===== src/rtl/hazard_fwd_unit.sv =====
// Data-hazard controller for the 5-stage pipeline: tracks producer records through EX/MEM/WB,
// generates EX operand-mux selects, the load-use stall, the branch flush and a stall counter.
module hazard_fwd_unit #(
    parameter int REG_AW = 5,
    parameter int CNT_W  = 32
) (
    input  logic              clk,
    input  logic              rst_n,
    input  logic              id_valid,
    input  logic [REG_AW-1:0] id_rs1,
    input  logic [REG_AW-1:0] id_rs2,
    input  logic              id_uses_rs1,
    input  logic              id_uses_rs2,
    input  logic [REG_AW-1:0] id_rd,
    input  logic              id_regwrite,
    input  logic              id_memread,
    input  logic              ex_branch_taken,
    output logic              stall,
    output logic              flush,
    output logic [1:0]        fwd_a_sel,
    output logic [1:0]        fwd_b_sel,
    output logic [CNT_W-1:0]  stall_count
);

    logic              ex_valid, ex_regwrite, ex_memread, ex_uses_rs1, ex_uses_rs2;
    logic [REG_AW-1:0] ex_rd, ex_rs1, ex_rs2;
    logic              mem_valid, mem_regwrite, mem_memread;
    logic [REG_AW-1:0] mem_rd;
    logic              wb_valid, wb_regwrite;
    logic [REG_AW-1:0] wb_rd;

    logic ex_load;
    logic rs1_hit, rs2_hit;
    logic mem_fwd_ok, wb_fwd_ok;

    assign ex_load = id_valid && !stall && !flush;

    always_ff @(posedge clk or negedge rst_n) begin
        if (!rst_n) begin
            ex_valid     <= 1'b0;
            ex_regwrite  <= 1'b0;
            ex_memread   <= 1'b0;
            ex_uses_rs1  <= 1'b0;
            ex_uses_rs2  <= 1'b0;
            ex_rd        <= '0;
            ex_rs1       <= '0;
            ex_rs2       <= '0;
            mem_valid    <= 1'b0;
            mem_regwrite <= 1'b0;
            mem_memread  <= 1'b0;
            mem_rd       <= '0;
            wb_valid     <= 1'b0;
            wb_regwrite  <= 1'b0;
            wb_rd        <= '0;
        end else begin
            wb_valid     <= mem_valid;
            wb_regwrite  <= mem_regwrite;
            wb_rd        <= mem_rd;
            mem_valid    <= ex_valid;
            mem_regwrite <= ex_regwrite;
            mem_memread  <= ex_memread;
            mem_rd       <= ex_rd;
            if (ex_load) begin
                ex_valid    <= 1'b1;
                ex_regwrite <= id_regwrite;
                ex_memread  <= id_memread;
                ex_uses_rs1 <= id_uses_rs1;
                ex_uses_rs2 <= id_uses_rs2;
                ex_rd       <= id_rd;
                ex_rs1      <= id_rs1;
                ex_rs2      <= id_rs2;
            end else begin
                // bubble: no write, no load, so it can never look like a producer
                ex_valid    <= 1'b0;
                ex_regwrite <= 1'b0;
                ex_memread  <= 1'b0;
                ex_uses_rs1 <= 1'b0;
                ex_uses_rs2 <= 1'b0;
                ex_rd       <= '0;
                ex_rs1      <= '0;
                ex_rs2      <= '0;
            end
        end
    end

    assign flush   = ex_branch_taken && ex_valid;
    assign rs1_hit = id_uses_rs1 && (id_rs1 == ex_rd);
    assign rs2_hit = id_uses_rs2 && (id_rs2 == ex_rd);
    assign stall   = id_valid && !flush && ex_valid && ex_memread && ex_regwrite &&
                     (ex_rd != '0) && (rs1_hit || rs2_hit);

    // a load sitting in MEM has no ALU result to bypass, so it is excluded here
    assign mem_fwd_ok = mem_valid && mem_regwrite && !mem_memread && (mem_rd != '0);
    assign wb_fwd_ok  = wb_valid && wb_regwrite && (wb_rd != '0);

    always_comb begin
        fwd_a_sel = 2'd0;
        if (ex_valid && ex_uses_rs1) begin
            if (mem_fwd_ok && (mem_rd == ex_rs1))
                fwd_a_sel = 2'd1;
            else if (wb_fwd_ok && (wb_rd == ex_rs1))
                fwd_a_sel = 2'd2;
        end
    end

    always_comb begin
        fwd_b_sel = 2'd0;
        if (ex_valid && ex_uses_rs2) begin
            if (mem_fwd_ok && (mem_rd == ex_rs2))
                fwd_b_sel = 2'd1;
            else if (wb_fwd_ok && (wb_rd == ex_rs2))
                fwd_b_sel = 2'd2;
        end
    end

    always_ff @(posedge clk or negedge rst_n) begin
        if (!rst_n)
            stall_count <= '0;
        else if (stall && (stall_count != {CNT_W{1'b1}}))
            stall_count <= stall_count + CNT_W'(1);
    end

endmodule


===== config.mk =====
export PLATFORM = sky130hd
export DESIGN_NAME = hazard_fwd_unit
export DESIGN_NICKNAME = d
export VERILOG_FILES = /design/src/rtl/hazard_fwd_unit.sv
export SDC_FILE = /design/constraint.sdc
export NUM_CORES = 1
export LEC_CHECK = 0
export ABC_AREA = 1
export BUFFER_PORTS_ARGS = -buffer_cell sky130_fd_sc_hd__buf_2
export CORE_ASPECT_RATIO = 1.5
export CORE_MARGIN = 10
export CORE_UTILIZATION = 55
export CTS_BUF_LIST = sky130_fd_sc_hd__clkbuf_16
export CTS_CLUSTER_SIZE = 8
export DETAILED_ROUTE_END_ITERATION = 12
export GPL_ROUTABILITY_DRIVEN = 0
export PLACE_DENSITY_LB_ADDON = 0.3
export SYNTH_ARGS = -nofsm -noshare
export SYNTH_HDL_FRONTEND = slang
export SYNTH_SLANG_ARGS = --single-unit

===== constraint.sdc =====
create_clock -name clk -period 2.1 [get_ports clk]
set_clock_uncertainty 0.1 [all_clocks]
set_input_delay 0.315 -clock clk [delete_from_list [all_inputs] [get_ports clk]]
set_output_delay 0.315 -clock clk [all_outputs]
set_load 0.005 [all_outputs]

==> metrics.txt <==
# TYPE chip_impl_metric gauge
chip_impl_metric{name="num_rows",unit=""} 37
chip_impl_info{name="timing.rr.end",value="stall_count[20]$_DFFE_PN0P_"} 1
chip_impl_info{name="rsz0062_at_grt",value="true"} 1
chip_impl_info{name="crit-reg2reg-launch",value="ex_valid$_DFF_PN0_"} 1
chip_impl_metric{name="timing.reg2reg.setup_slack",unit="ps"} 180
chip_impl_metric{name="yosys_register_bits",unit=""} 67
chip_impl_metric{name="worst_setup_hold_path_clk_slew",unit="ps"} 50
chip_impl_metric{name="globalRouteOverflowTotal",unit=""} 0
chip_impl_metric{name="area_delta_synth_final",unit="%"} 20.9
chip_impl_info{name="timing.critical_path.cells",value="xor2_1, or2_2, nor3b_2, nor2b_1, buf_2"} 1
chip_impl_metric{name="cts.sinks",unit=""} 67
chip_impl_metric{name="final.fill_count",unit=""} 593
chip_impl_metric{name="number_of_nets_in_the_synthesized_netlist",unit=""} 541
chip_impl_metric{name="worstPathArrival",unit="ps"} 1670
chip_impl_metric{name="post_layout_total_power",unit="uW"} 3010
chip_impl_metric{name="groute.usage.overall",unit=""} 0.202
chip_impl_metric{name="drt-total-wl",unit="mm"} 10.3
chip_impl_info{name="endpoint_kind",value="output port"} 1
chip_impl_metric{name="crit_buf_inv",unit=""} 1
chip_impl_metric{name="fp.dieW",unit="um"} 87.7
chip_impl_metric{name="dp.final_hpwl",unit="mm"} 7.68
chip_impl_metric{name="dr.pass1.iters",unit=""} 6
chip_impl_metric{name="syn_area",unit="um^2"} 3780
chip_impl_metric{name="via_count",unit=""} 3620
chip_impl_metric{name="critical_path.max_stage_delay",unit="ps"} 400
chip_impl_info{name="crit_path_start",value="mem_rd[3]$_DFF_PN0_"} 1
chip_impl_metric{name="first_global_vias",unit=""} 3695
chip_impl_metric{name="n_antenna_cell",unit=""} 0
chip_impl_metric{name="timing.critical_path.fanout_max",unit=""} 3
chip_impl_metric{name="worst-r2r-cell-count",unit=""} 9
chip_impl_info{name="run_status",value="finished, final reports clean"} 1
chip_impl_metric{name="drive_above_1_share",unit=""} 0.188
chip_impl_metric{name="async_sr_flop_fraction",unit=""} 1.00
chip_impl_metric{name="fmaxAchievable",unit="MHz"} 481
chip_impl_metric{name="finalHoldViolations",unit=""} 0
chip_impl_metric{name="drc_errors",unit=""} 0
chip_impl_metric{name="cts_buffer_depth",unit=""} 2
chip_impl_info{name="worst_setup_path_category",value="flip-flop to output port"} 1
chip_impl_metric{name="grt_start_max_net_pins",unit=""} 68
chip_impl_metric{name="route.detailed.wl_per_inst",unit="um"} 15.3
chip_impl_metric{name="design.core.area",unit="um^2"} 6760
chip_impl_metric{name="vias_per_cell",unit=""} 5.36
chip_impl_metric{name="yosys_warnings",unit=""} 0
chip_impl_metric{name="power.leakage",unit="uW"} 0.00248
chip_impl_metric{name="port-buffer-count",unit=""} 60
chip_impl_metric{name="synth_sequential_area_ratio",unit=""} 0.443
chip_impl_info{name="min_path_type",value="input port to flip-flop"} 1
chip_impl_info{name="clk_tree_root_cell",value="sky130_fd_sc_hd__clkbuf_16"} 1
chip_impl_metric{name="min_delay_path_depth",unit=""} 3
chip_impl_metric{name="synth_edf_count",unit=""} 0
chip_impl_metric{name="final_critical_delay_including_setup_and_external_delays",unit="ps"} 2080
chip_impl_metric{name="post_layout_nets",unit=""} 616
chip_impl_metric{name="cellPowerDensity",unit="nW/um^2"} 657
chip_impl_info{name="ys_dominant_reg_cell",value="sky130_fd_sc_hd__dfrtp_1"} 1
chip_impl_metric{name="grt_pass1_wl",unit="mm"} 16.9
chip_impl_info{name="critical_path.slowest_cell",value="sky130_fd_sc_hd__dfrtp_1"} 1
chip_impl_info{name="startpoint_type",value="flip-flop"} 1
chip_impl_metric{name="synth_cells",unit=""} 517
chip_impl_metric{name="ir_worst_vdd",unit="mV"} 0.530
chip_impl_metric{name="drv.max_cap_violation_count",unit=""} 0
chip_impl_metric{name="worst_slew_margin_relative_to_its_limit",unit=""} 0.702
chip_impl_metric{name="final-setup-viol-count",unit=""} 0
chip_impl_metric{name="antenna_violations_before_repair",unit=""} 0
chip_impl_info{name="cpLargestDelayFamily",value="simple AND/OR/NAND/NOR gates"} 1
chip_impl_metric{name="worst_slew_pin_slew",unit="ps"} 446
chip_impl_metric{name="ioPinCount",unit=""} 61
chip_impl_metric{name="detail_route.iter0.violations",unit=""} 289
chip_impl_metric{name="final-max-slew-violation-count",unit=""} 0
chip_impl_metric{name="synth_area_per_cell",unit="um^2"} 7.32
chip_impl_metric{name="worst-endpoint-required",unit="ps"} 1680
chip_impl_metric{name="cts_made_buffers",unit=""} 9
chip_impl_metric{name="clk_latency",unit="ps"} 340
chip_impl_metric{name="hold_slack",unit="ps"} 81.5
chip_impl_metric{name="initial_core_util",unit=""} 0.560
chip_impl_info{name="cts_tree",value="built"} 1
chip_impl_metric{name="detail-route-antenna-nets",unit=""} 0
chip_impl_metric{name="floorplan.die_area",unit="um^2"} 10700
chip_impl_metric{name="setup_tns",unit="ps"} 0
chip_impl_metric{name="die-height",unit="um"} 122
chip_impl_info{name="min_delay_worst_endpoint",value="ex_regwrite$_DFF_PN0_"} 1
chip_impl_info{name="hold_path.startpoint",value="id_regwrite"} 1
chip_impl_metric{name="layout_worst_path_cycle_share",unit=""} 0.991
chip_impl_metric{name="cts_h_tree_lvls",unit=""} 3
chip_impl_metric{name="synth.distinct_cells",unit=""} 31
-- worst min-delay path, delay by kind of cell --
| kind | cells | cell delay [ps] |
|---|---|---|
| buffers and inverters | 2 | 130 |
| and+or+nand+nor | 1 | 30 |
-- state kept, by name, indices dropped and copies added, names as in the netlist --
| signal | count |
|---|---|
| ex_rs2 | 5 |
| wb_rd | 5 |
| stall_count | 32 |
| mem_regwrite | 1 |
| ex_rs1 | 5 |
| mem_rd | 5 |
| ex_valid | 1 |
| ex_uses_rs2 | 1 |
| mem_memread | 1 |
| ex_memread | 1 |
| ex_uses_rs1 | 1 |
| mem_valid | 1 |
| wb_regwrite | 1 |
| ex_rd | 5 |
| ex_regwrite | 1 |
| wb_valid | 1 |
-- worst max-delay path by stage --
stage	endpoint	slack (ps)	depth (start not counted)
3_3_place_gp	stall	270	7
4_1_cts	fwd_b_sel[1]	5	6
6_report	fwd_a_sel[0]	20	5
5_1_grt	fwd_a_sel[0]	-60	6
3_5_place_dp	stall_count[20]$_DFFE_PN0P_	210	10
2_1_floorplan	stall_count[2]$_DFFE_PN0P_	340	9
-- kinds of logic (layout without fill, tap and decap cells) --
group                      count (synthesis)  in the layout  share of synthesized area
adders and majority gates                  1              1                    0.00331
AOI/OAI and AO/OA                          8              8                     0.0126
and+or+nand+nor                          359            359                      0.410
xor gates and xnor gates                  31             31                     0.0717
buffers and inverters                     51            131                     0.0592
DFF                                       67             67                      0.443
-- cells in the final DEF, fill, tap and decap left out, types with 2 or more instances in the layout --
cell type / count
sky130_fd_sc_hd__nand3_2: 4
sky130_fd_sc_hd__nand2_1: 199
sky130_fd_sc_hd__nand3_1: 30
sky130_fd_sc_hd__clkbuf_16: 9
sky130_fd_sc_hd__nand4_1: 11
sky130_fd_sc_hd__xor2_1: 18
sky130_fd_sc_hd__nor2_2: 2
sky130_fd_sc_hd__buf_12: 2
sky130_fd_sc_hd__clkinv_2: 3
sky130_fd_sc_hd__nor2_1: 82
sky130_fd_sc_hd__xnor2_1: 13
sky130_fd_sc_hd__nand3b_1: 16
sky130_fd_sc_hd__buf_2: 60
sky130_fd_sc_hd__or2_2: 2
sky130_fd_sc_hd__nor3_1: 4
sky130_fd_sc_hd__a21oi_1: 4
sky130_fd_sc_hd__inv_1: 33
sky130_fd_sc_hd__dfrtp_1: 66
sky130_fd_sc_hd__inv_2: 7
sky130_fd_sc_hd__buf_4: 13
-- area by class of cell --
cell class | count | area, um^2 | area share
Timing Repair Buffer | 76 | 448 | 0.0979
Tap cell | 78 | 97.6 | 0.0213
Clock inverter | 7 | 60.1 | 0.0131
Clock buffer | 9 | 225 | 0.0492
Sequential cell | 67 | 1680 | 0.367
Multi-Input combinational cell | 399 | 1920 | 0.420
Inverter | 39 | 146 | 0.0320
-- cells in the mapped netlist, types with 2 or more instances --
cell                       number  area share
sky130_fd_sc_hd__a21oi_1        4      0.0053
sky130_fd_sc_hd__buf_2          8       0.011
sky130_fd_sc_hd__buf_6          3      0.0089
sky130_fd_sc_hd__dfrtp_1       67        0.44
sky130_fd_sc_hd__inv_1         33       0.033
sky130_fd_sc_hd__inv_2          6      0.0059
sky130_fd_sc_hd__nand2_1      199        0.20
sky130_fd_sc_hd__nand3_1       32       0.042
sky130_fd_sc_hd__nand3_2        2      0.0053
sky130_fd_sc_hd__nand3b_1      16       0.032
sky130_fd_sc_hd__nand4_1       11       0.018
sky130_fd_sc_hd__nor2_1        83       0.082
sky130_fd_sc_hd__nor3_1         5      0.0066
sky130_fd_sc_hd__or2_2          2      0.0033
sky130_fd_sc_hd__xnor2_1       13       0.030
sky130_fd_sc_hd__xor2_1        18       0.042
-- per-stage QoR --
stage	area, um^2	cells	util	setup slack (ps)
after global placement	4220	655	0.624	271
after CTS	4540	674	0.672	4.89
after detailed placement	4220	655	0.624	211
after floorplan	3780	517	-	336
after global routing	4580	675	0.677	-61.7
final	4580	675	0.677	19.3
-- routing by layer --
metal / vias up / part of all wire / global-route usage / routed length [um]
met1: 1644 / 0.36 / 0.200 / 3710
met2: 155 / 0.51 / 0.346 / 5280
met3: 49 / 0.067 / 0.0574 / 688
met5: - / 0 / 0 / 0
li1: 1772 / - / - / -
met4: 0 / 0.061 / 0.146 / 630
-- where the power goes --
part / switching [uW] / total (uW) / internal [uW] / leakage [uW]
clock network: 544 / 1450 / 902 / 0.000144
registers: 33.2 / 1360 / 1330 / 0.000902
logic: 117 / 197 / 80.4 / 0.00143
total: 695 / 3010 / 2310 / 0.00248
-- what timing repair did --
item                                    in CTS  in global routing
pin swaps                                    1                  3
buffers inserted                             2                  1
hold endpoints to repair                    67                  0
resized for setup                            2                  7
hold buffers                                 1                  0
endpoints found under the setup margin       2                  5
Power figures use the tool's default switching activity.
